[config.mk]
export PLATFORM = sky130hd
export DESIGN_NAME = pulse_sync_tx
export DESIGN_NICKNAME = d
export VERILOG_FILES = /design/src/rtl/pulse_sync_pkg.sv /design/src/rtl/sync_ff.sv /design/src/rtl/pulse_sync_tx.sv
export SDC_FILE = /design/constraint.sdc
export NUM_CORES = 1
export LEC_CHECK = 0
export BUFFER_PORTS_ARGS = -buffer_cell sky130_fd_sc_hd__buf_4
export CAP_MARGIN = 0
export CORE_AREA = 2 2 39 41
export CTS_CLUSTER_DIAMETER = 40
export DETAILED_ROUTE_END_ITERATION = 16
export DIE_AREA = 0 0 41 43
export PLACE_DENSITY = 0.4
export SETUP_SLACK_MARGIN = 0.05
export SLEW_MARGIN = 25
export SYNTH_ARGS = -nofsm -noshare
export SYNTH_HDL_FRONTEND = slang
export SYNTH_SLANG_ARGS = --single-unit
[constraint.sdc]
create_clock -name clk -period 0.8 [get_ports clk]
set_input_delay 0.08 -clock clk [delete_from_list [all_inputs] [get_ports clk]]
set_output_delay 0.08 -clock clk [all_outputs]
set_load 0.005 [all_outputs]
[src/rtl/pulse_sync_pkg.sv]
// Shared definitions for the toggle-based pulse-crossing handshake (tx and rx sides).
package pulse_sync_pkg;

   localparam int unsigned SYNC_STAGES_DEF = 2;
   localparam int unsigned PEND_W_DEF      = 4;

   typedef enum logic {
      IDLE     = 1'b0,
      WAIT_ACK = 1'b1
   } state_e;

endpackage

[src/rtl/sync_ff.sv]
// N-stage single-bit synchronizer with synchronous active-low reset.
// STAGES must be at least 2.
module sync_ff #(
   parameter int unsigned STAGES = 2
) (
   input  logic clk,
   input  logic rst,
   input  logic d,
   output logic q
);

   logic [STAGES-1:0] sync_q;

   // Shift the asynchronous input through the flop chain
   always_ff @(posedge clk) begin
      if (!rst) begin
         sync_q <= '0;
      end else begin
         sync_q <= {sync_q[STAGES-2:0], d};
      end
   end

   assign q = sync_q[STAGES-1];

endmodule

[src/rtl/pulse_sync_tx.sv]
// Transmit side of the toggle pulse-crossing handshake.
// Optional feature macro: PULSE_SYNC_TX_PENDING_EN builds the pending-event counter;
// without it, events arriving during a transfer are dropped.
module pulse_sync_tx
   import pulse_sync_pkg::*;
#(
   parameter int unsigned SYNC_STAGES = SYNC_STAGES_DEF,
   parameter int unsigned PEND_W      = PEND_W_DEF
) (
   input  logic              clk,
   input  logic              rst,
   input  logic              pulse_in,
   input  logic              ack_tgl,
   output logic              req_tgl,
   output logic              busy,
   output logic [PEND_W-1:0] pending,
   output logic              drop,
   output logic              err
);

   state_e state_q, state_d;
   logic   req_q, req_d;
   logic   busy_q, busy_d;
   logic   drop_q, drop_d;
   logic   err_q, err_d;
   logic   ack_prev_q;
   logic   ack_sync;
   logic   done;
   logic   launch;
   logic   pend_nz;

   sync_ff #(
      .STAGES (SYNC_STAGES)
   ) u_ack_sync (
      .clk (clk),
      .rst (rst),
      .d   (ack_tgl),
      .q   (ack_sync)
   );

   // Transfer completes once the returned toggle catches up with ours
   assign done = (ack_sync == req_q);

   // State register
   always_ff @(posedge clk) begin
      if (!rst) begin
         state_q <= IDLE;
      end else begin
         state_q <= state_d;
      end
   end

   // Next-state logic
   always_comb begin
      state_d = state_q;
      unique case (state_q)
         IDLE:     if (pulse_in || pend_nz) state_d = WAIT_ACK;
         WAIT_ACK: if (done) state_d = IDLE;
      endcase
   end

   // Launch, busy and spurious-ack detection
   always_comb begin
      launch = (state_q == IDLE) && (pulse_in || pend_nz);
      req_d  = req_q ^ launch;
      busy_d = (state_d == WAIT_ACK);
      // The ack toggle must stay still while nothing is in flight
      err_d  = err_q | ((state_q == IDLE) && (ack_sync != ack_prev_q));
   end

   // Output and bookkeeping registers
   always_ff @(posedge clk) begin
      if (!rst) begin
         req_q      <= 1'b0;
         busy_q     <= 1'b0;
         drop_q     <= 1'b0;
         err_q      <= 1'b0;
         ack_prev_q <= 1'b0;
      end else begin
         req_q      <= req_d;
         busy_q     <= busy_d;
         drop_q     <= drop_d;
         err_q      <= err_d;
         ack_prev_q <= ack_sync;
      end
   end

`ifdef PULSE_SYNC_TX_PENDING_EN
   logic [PEND_W-1:0] pend_q, pend_d;

   assign pend_nz = |pend_q;

   // Queue events that arrive mid-transfer; a fresh pulse in IDLE takes priority
   // over the queue, so the queue only drains on cycles without a new pulse
   always_comb begin
      pend_d = pend_q;
      drop_d = 1'b0;
      if (state_q == WAIT_ACK) begin
         if (pulse_in) begin
            if (&pend_q) begin
               drop_d = 1'b1;
            end else begin
               pend_d = pend_q + PEND_W'(1);
            end
         end
      end else if (!pulse_in && pend_nz) begin
         pend_d = pend_q - PEND_W'(1);
      end
   end

   // Pending counter register
   always_ff @(posedge clk) begin
      if (!rst) begin
         pend_q <= '0;
      end else begin
         pend_q <= pend_d;
      end
   end

   assign pending = pend_q;
`else
   assign pend_nz = 1'b0;
   assign pending = '0;

   // Without a queue every event during a transfer is lost
   always_comb begin
      drop_d = (state_q == WAIT_ACK) && pulse_in;
   end
`endif

   assign req_tgl = req_q;
   assign busy    = busy_q;
   assign drop    = drop_q;
   assign err     = err_q;

endmodule

# == After elaboration in Yosys (flattened, before gate mapping) ==
# Cells that the tools add are included.
# word_totals
elab_cells,17
input_bits,4
reg_bits,7
# classes
eq_ne,2
bitwise_logic,3
n_mux,3
n_reduce_logical,3
# ops
op,count
1-bit logical AND,3
1-bit two-way mux,2
1-bit case mux with 2 select lines,1
1-bit equality test,1
1-bit != test,1
1-bit NOT,1
1-bit OR,1
1-bit XOR,1

# == Logic depth before layout (Yosys ltp) ==
# Gate-level depths: netlist of run 1.
# depth
ltp_word,3
depth_mapped,3
mapped_depth_nobuf,3

# == By module ==
# A second synthesis of run 1 with hierarchy kept.
# hier_totals
hier_cells,25
area_unflattened_um2,259.0
# modules_own_cells
module,cells_each,area_per_inst_um2,n_inst
pulse_sync_tx,21,206.4,1
sync_ff,4,52.6,1

# == Least setup slack after synthesis of run 1 ==
# Ideal clock, no wire load.
# synth_timing
path_type,reg2reg
from,reg busy (netlist name)
to,"reg req_q, in the netlist req_tgl"
path_stages_with_launch,4
setup_ns,0.115
path_slack_ns,-0.046
t_arrival_ns,0.731
synth_period_minus_slack_ns,0.846
cell_sequence,dfxtp_1 > nand2b_1 > xnor2_1 > and2_1
# synth_lines
item,line_no,text
to (signal assigned),pulse_sync_tx.sv:80,req_q <= req_d;
to (decl),pulse_sync_tx.sv:22,"logic req_q, req_d;"

# == Worst setup path in the final report of run 1 ==
# layout_timing
from,"reg busy_q, in the netlist busy"
to,out busy
# layout_lines
item,line_no,text
from (decl),pulse_sync_tx.sv:23,"logic busy_q, busy_d;"
from (signal assigned),pulse_sync_tx.sv:81,busy_q <= busy_d;
to (decl),pulse_sync_tx.sv:15,"output logic busy,"
# No word-level cell between the ends.

==> results of run 1 <==
[worst paths after layout]
path | startpoint | end | slack, ns | depth (start not counted)
max | busy | busy | -0.07 | 2
min | ack_tgl | u_ack_sync.sync_q[0] | 0.04 | 2
max reg2reg | busy | err | -0.03 | 4
min reg2reg | u_ack_sync.sync_q[0] | u_ack_sync.sync_q[1] | 0.43 | 1
[power groups by stage]
stage	combinational (mW)	clock, mW	sequential [mW]
5_1_grt	0.158	0.354	0.397
4_1_cts	0.141	0.329	0.395
3_3_place_gp	0.104	0	0.396
3_5_place_dp	0.103	0	0.397
6_report	0.143	0.309	0.396
2_1_floorplan	0.0606	0	0.400
[cell families after synthesis]
| logic type | Yosys count | share of synthesized area (%) |
|---|---|---|
| compound gates | 3 | 6.728 |
| buf+inv | 4 | 11.54 |
| other cells | 1 | 1.441 |
| xor+xnor | 3 | 10.10 |
| flops | 7 | 53.84 |
| simple gates | 7 | 16.35 |
[timing repair]
action,4_1_cts,5_1_grt
resized for setup,7,1
pin swaps,1,1
cloned,0,0
setup buffers,2,0
endpoints found under the setup margin,6,8
[cell usage after synthesis (all sizes together)]
master  n
conb    1
and2    4
xnor2   3
nor2    1
and3    1
buf     4
a21oi   1
o21ai   1
dfxtp   7
o21a    1
nand2b  1
[critical path, cell delays in order, from the launching register on]
cell,delay (ns)
dfxtp_2,0.33
buf_6,0.11
buf_6,0.10
[sequential cells by signal, indices dropped and copies added, names as in the netlist]
signal / flops
drop: 1
u_ack_sync.sync_q: 2
busy: 1
req_tgl: 1
err: 1
ack_prev_q: 1
[cell type report]
class,instances,area [sq um],area share (%)
tap,16,20.02,4.984
timing repair buffer,10,93.84,23.36
clock buffer,4,26.28,6.542
multi-input combinational,17,116.4,28.97
sequential,7,145.1,36.14
[metal layers]
layer	wire length, um	share of wire (%)	global-route usage, %
met3	43	11	9.424
met1	173	44	5.519
met5	0	0	0
met2	180	45	6.563
met4	0	0	0
[metrics by stage]
step                hold slack [ns]  std cells  power, mW  instance area (sq um)  setup TNS [ns]
floorplan                    0.1975         28     0.4604                  281.5               0
global placement             0.2927         48     0.5001                  331.6               0
detailed placement           0.2920         48     0.5006                  331.6               0
CTS                         0.03564         54     0.8646                  397.9         -0.1721
global route                0.04735         54     0.9084                  401.6         -0.2634
finish                      0.04396         54     0.8486                  401.6         -0.1423
==> out/qor.csv, run 1 <==
stage,metric,value,unit
power,maximum vdd ir drop,0.0009158,V
synthesis,mean area per synthesized cell,10.41,sq um
global_routing,GRT Overall Usage,5.639,%
detailed_routing,routed length per instance,7.352,um
placed_design,Port Buffer Count,7,
detailed_routing,Final ANT Viol Nets,0,
placed_design,DP Worst Slack,0.01377,ns
clocking,worst-case clock buffer depth,2,
clocking,worst skew pair latency,0.25,ns
setup_path,CP Class,reg2out,
timing,Pins Over Slew Limit,0,
timing,Tmin final,0.8666,ns
run_status,status,"finished, violations left",
timing,Finish-stage setup viols,4,
floorplan,Die Ht,43,um
synthesis,"FF+latch count, synth",7,
clocking,CTS tree,done,
power,pwr dens,2113,nW/um^2
detailed_routing,drt pass-1 iters,1,
detailed_routing,drt first-iter violations,0,
power,Sw Share,21.38,%
timing,RSZ-0062 raised after global routing,yes,
detailed_routing,WL final,397,um
worst_hold_path,class of the most critical hold timing path,in2reg,
setup_path,CP Launch Type,flop,
floorplan,Die X,41,um
clocking,CTS sink count,7,
cells_and_area,Area Growth Syn to Fin,54.33,%
cells_and_area,antenna cells,0,
cells_and_area,"Core Util, Final",29.02,%
run_status,failing checks,setup timing,
setup_path,largest fanout on the critical path,3,
placed_design,hpwl dp,280.7,um
floorplan,Initial Util,18.81,%
synthesis,sequential share of the synthesized area,53.85,%
synthesis,"area leader, netlist",dfxtp_1,
detailed_routing,Vias,182,
cells_and_area,layout cells sized above 1,52.63,%
synthesis,cells after synthesis,25,
cells_and_area,most frequent cells in the layout,"buf_4, buf_6, and2_1, conb_1, dfxtp_2",
power,Combinational Power Share,16.9,%
detailed_routing,DR vias/cell,3.370,
global_routing,largest net degree at the start of global routing,8,
clocking,clock root cell,clkbuf_4,
power,leakage,0.1804,nW
floorplan,num ports,12,
cells_and_area,Nets,43,
setup_path,critical path data arrival time,0.79,ns
synthesis,top cell type's share of synthesized area,53.85,%
clocking,CTS buffer count,3,
synthesis,main area contributors after synthesis,"dfxtp_1, buf_4, xnor2_1, and2_1, and3_2",
setup_path,"Req. time, crit path",0.72,ns
job,max_cap viols,0,
floorplan,Core Box Area,1384,sq um
floorplan,full die area,1763,sq um
power,P_sw,0.1814,mW
cells_and_area,fillers,152,
global_routing,first-pass GRT wire length,565,um
detailed_routing,Post-route DRC,0,
timing,clk_skew,0.006355,ns
floorplan,# rows,14,
power,Clock power frac,36.4,%
power,Reg power frac,46.6,%
timing,Fmax achieved,1154,MHz
setup_path,Crit. End Element,primary output,
placed_design,gpl congestion,0.6127,
synthesis,synthesized cell area,260.3,sq um
global_routing,grt total ovfl,0,
power,internal power,0.6672,mW
timing,final worst-path setup slack,-0.06656,ns
global_routing,initial antenna violation count,0,
clocking,"Reg clk slew, reported paths",0.05,ns
clocking,htree depth,1,
clocking,CTS hold repair buffers,0,
synthesis,number of distinct library cells after synthesis,11,
synthesis,synth warn,0,
timing,"Hold Violations, Final",0,
timing,fin crit share,108.3,%
global_routing,number of global-route vias before repair,149,
(Power assumes the default switching activity.)
==> run 2: changes to the inputs <==
--- a/config.mk
+++ b/config.mk
@@ -5,13 +5,14 @@
 export SDC_FILE = /design/constraint.sdc
 export NUM_CORES = 1
 export LEC_CHECK = 0
+export ABC_AREA = 1
 export BUFFER_PORTS_ARGS = -buffer_cell sky130_fd_sc_hd__buf_4
 export CAP_MARGIN = 0
 export CORE_AREA = 2 2 39 41
 export CTS_CLUSTER_DIAMETER = 40
 export DETAILED_ROUTE_END_ITERATION = 16
 export DIE_AREA = 0 0 41 43
-export PLACE_DENSITY = 0.4
+export PLACE_DENSITY = 0.43
 export SETUP_SLACK_MARGIN = 0.05
 export SLEW_MARGIN = 25
 export SYNTH_ARGS = -nofsm -noshare
==> run 2 against run 1 <==
  * The flow now finishes without violations
  * Largest power group unchanged
  * Cell area stayed put
  * Synthesized cell count is 52% higher
  * Via count is 29% higher
  * Cell count is 19% higher
==> out/qor.csv, run 2 <==
stage,metric,value,unit,change
clocking,worst skew pair latency,0.25,ns,about the same
power,maximum vdd ir drop,0.0008970,V,-2.0%
timing,RSZ-0062 raised after global routing,yes,,
floorplan,full die area,1763,sq um,unchanged
floorplan,Die Ht,43,um,unchanged
power,leakage,0.2016,nW,+12%
synthesis,"FF+latch count, synth",7,,unchanged
global_routing,grt total ovfl,0,,unchanged
synthesis,sequential share of the synthesized area,47.66,%,-6.2 points
timing,Pins Over Slew Limit,0,,unchanged
detailed_routing,Final ANT Viol Nets,0,,unchanged
cells_and_area,Area Growth Syn to Fin,36.60,%,
synthesis,main area contributors after synthesis,"dfxtp_1, nand2_1, buf_4, inv_1, a21oi_2",,
detailed_routing,DR vias/cell,3.672,,+8.9%
clocking,worst-case clock buffer depth,2,,unchanged
detailed_routing,drt first-iter violations,1,,+1
timing,clk_skew,0.008216,ns,+0.001861 ns
detailed_routing,drt pass-1 iters,2,,+1
clocking,CTS tree,done,,
setup_path,CP Launch Type,flop,,
floorplan,Initial Util,21.25,%,+2.4 points
synthesis,number of distinct library cells after synthesis,12,,+1
global_routing,number of global-route vias before repair,192,,+29%
clocking,htree depth,1,,unchanged
setup_path,"Req. time, crit path",0.72,ns,about the same
synthesis,synthesized cell area,294.0,sq um,+13%
placed_design,"Cell Area, Placed",347.8,sq um,+4.9%
synthesis,mean area per synthesized cell,7.738,sq um,-26%
floorplan,Core Box Area,1384,sq um,unchanged
cells_and_area,"commonest non-fill, non-tap cell in the layout",nand2_1,,
cells_and_area,antenna cells,0,,unchanged
setup_path,"slowest stage delay, CP",0.35,ns,+0.02 ns
job,max_cap viols,0,,unchanged
synthesis,synth warn,0,,unchanged
synthesis,"area leader, netlist",dfxtp_1,,
setup_path,Worst path top cell family by delay,flip-flops,,
setup_path,worst path bufs/invs,1,,-1
global_routing,largest net degree at the start of global routing,5,,-3
cells_and_area,Nets,53,,+23%
setup_path,CP Class,reg2out,,
detailed_routing,Vias,235,,+29%
cells_and_area,most frequent cells in the layout,"nand2_1, inv_1, conb_1, dfxtp_2, buf_6",,
detailed_routing,routed length per instance,7.484,um,+1.8%
clocking,CTS buffer count,3,,unchanged
timing,Tmin final,0.7949,ns,-0.07161 ns
setup_path,Crit. End Element,primary output,,
synthesis,most common cell in the netlist,nand2_1,,
clocking,post-CTS sizing,6,,-1
global_routing,initial antenna violation count,0,,unchanged
timing,worst hold margin,0.01839,ns,-0.02558 ns
detailed_routing,WL final,479,um,+21%
timing,Fmax achieved,1258,MHz,+9.0%
timing,"Hold Violations, Final",0,,unchanged
cells_and_area,number of flip-flops in the largest register,2,,unchanged
run_status,status,completed,,
synthesis,Synth Flop Type,dfxtp_1,,
cells_and_area,"Core Util, Final",29.02,%,unchanged
detailed_routing,Post-route DRC,0,,unchanged
clocking,CTS sink count,7,,unchanged
setup_path,critical path data arrival time,0.71,ns,-0.08 ns
clocking,clock root cell,clkbuf_4,,
global_routing,GRT Overall Usage,7.337,%,+1.7 points
floorplan,Die X,41,um,unchanged
cells_and_area,Biggest register,u_ack_sync.sync_q,,
synthesis,"EDFF count, synth",0,,unchanged
placed_design,Port Buffer Count,7,,unchanged
global_routing,first-pass GRT wire length,779,um,+38%
cells_and_area,"Design Area, Final",401.6,sq um,unchanged
placed_design,DP Worst Slack,0.06360,ns,+0.04982 ns
placed_design,hpwl dp,359.6,um,+28%
floorplan,# rows,14,,unchanged
setup_path,largest fanout on the critical path,4,,+1
clocking,post-CTS setup buffer count,0,,-2
worst_hold_path,class of the most critical hold timing path,in2reg,,
clocking,CTS hold repair buffers,0,,unchanged
synthesis,Post-synth top cells,"nand2_1, dfxtp_1, inv_1",,
synthesis,cells after synthesis,38,,+52%
clocking,"Reg clk slew, reported paths",0.06,ns,about the same
floorplan,num ports,12,,unchanged
placed_design,gpl congestion,0.7950,,+30%
synthesis,top cell type's share of synthesized area,47.66,%,-6.2 points
setup_path,Worst path slowest cell,dfxtp_4,,
timing,Finish-stage setup viols,0,,-4
synthesis,post-synthesis async set-or-reset flop share,0,%,unchanged
cells_and_area,layout cells sized above 1,45.83,%,-6.8 points
timing,fin crit share,99.37,%,-9.0 points
power,pwr dens,1995,nW/um^2,-5.6%
setup_path,cells along the critical path,buf_6,,
timing,final worst-path setup slack,0.005056,ns,+0.07161 ns
[run 2: final cells by class]
| cell class | count | area [sq um] |
|---|---|---|
| inverters | 9 | 33.78 |
| fillers | 161 | 982.2 |
| flip-flops and latches | 7 | 148.9 |
| multi-input cells | 21 | 105.1 |
| clock buffers | 4 | 26.28 |
| well taps | 16 | 20.02 |
| repair buffers | 7 | 67.56 |
[run 2: worst paths after layout]
path	startpoint	endpoint	slack, ns	depth (start not counted)
hold / removal	ack_tgl	u_ack_sync.sync_q[0]	0.02	3
setup / recovery	busy	busy	0.005	1
hold reg to reg	u_ack_sync.sync_q[0]	u_ack_sync.sync_q[1]	0.41	2
setup reg to reg	busy	req_tgl	0.07	3
[run 2: through the flow]
stage | TNS [ns] | power (mW) | cells
after floorplan | 0 | 0.4476 | 41
final | 0 | 0.8014 | 64
after global routing | -0.07093 | 0.8585 | 64
after CTS | -0.004939 | 0.8154 | 64
after global placement | 0 | 0.4760 | 60
after detailed placement | 0 | 0.4750 | 60
[run 2: power breakdown]
part,switching [mW],internal (mW),total (mW)
Sequential,0.0152,0.370,0.385
Clock,0.129,0.190,0.319
Combinational,0.0460,0.0510,0.0971
Total,0.190,0.612,0.801
[run 2: metal layers]
metal | global-route usage, % | routed length (um)
met5 | 0 | 0
met4 | 6.000 | 8
met1 | 9.355 | 207
met3 | 6.283 | 43
met2 | 7.187 | 219
[run 2: logic make-up after synthesis]
| kind of cell | synth area share, % |
|---|---|
| AND/OR/NAND/NOR | 21.70 |
| flip-flops | 47.66 |
| other | 1.275 |
| AO/OA/AOI/OAI | 7.659 |
| buffers and inverters | 21.71 |
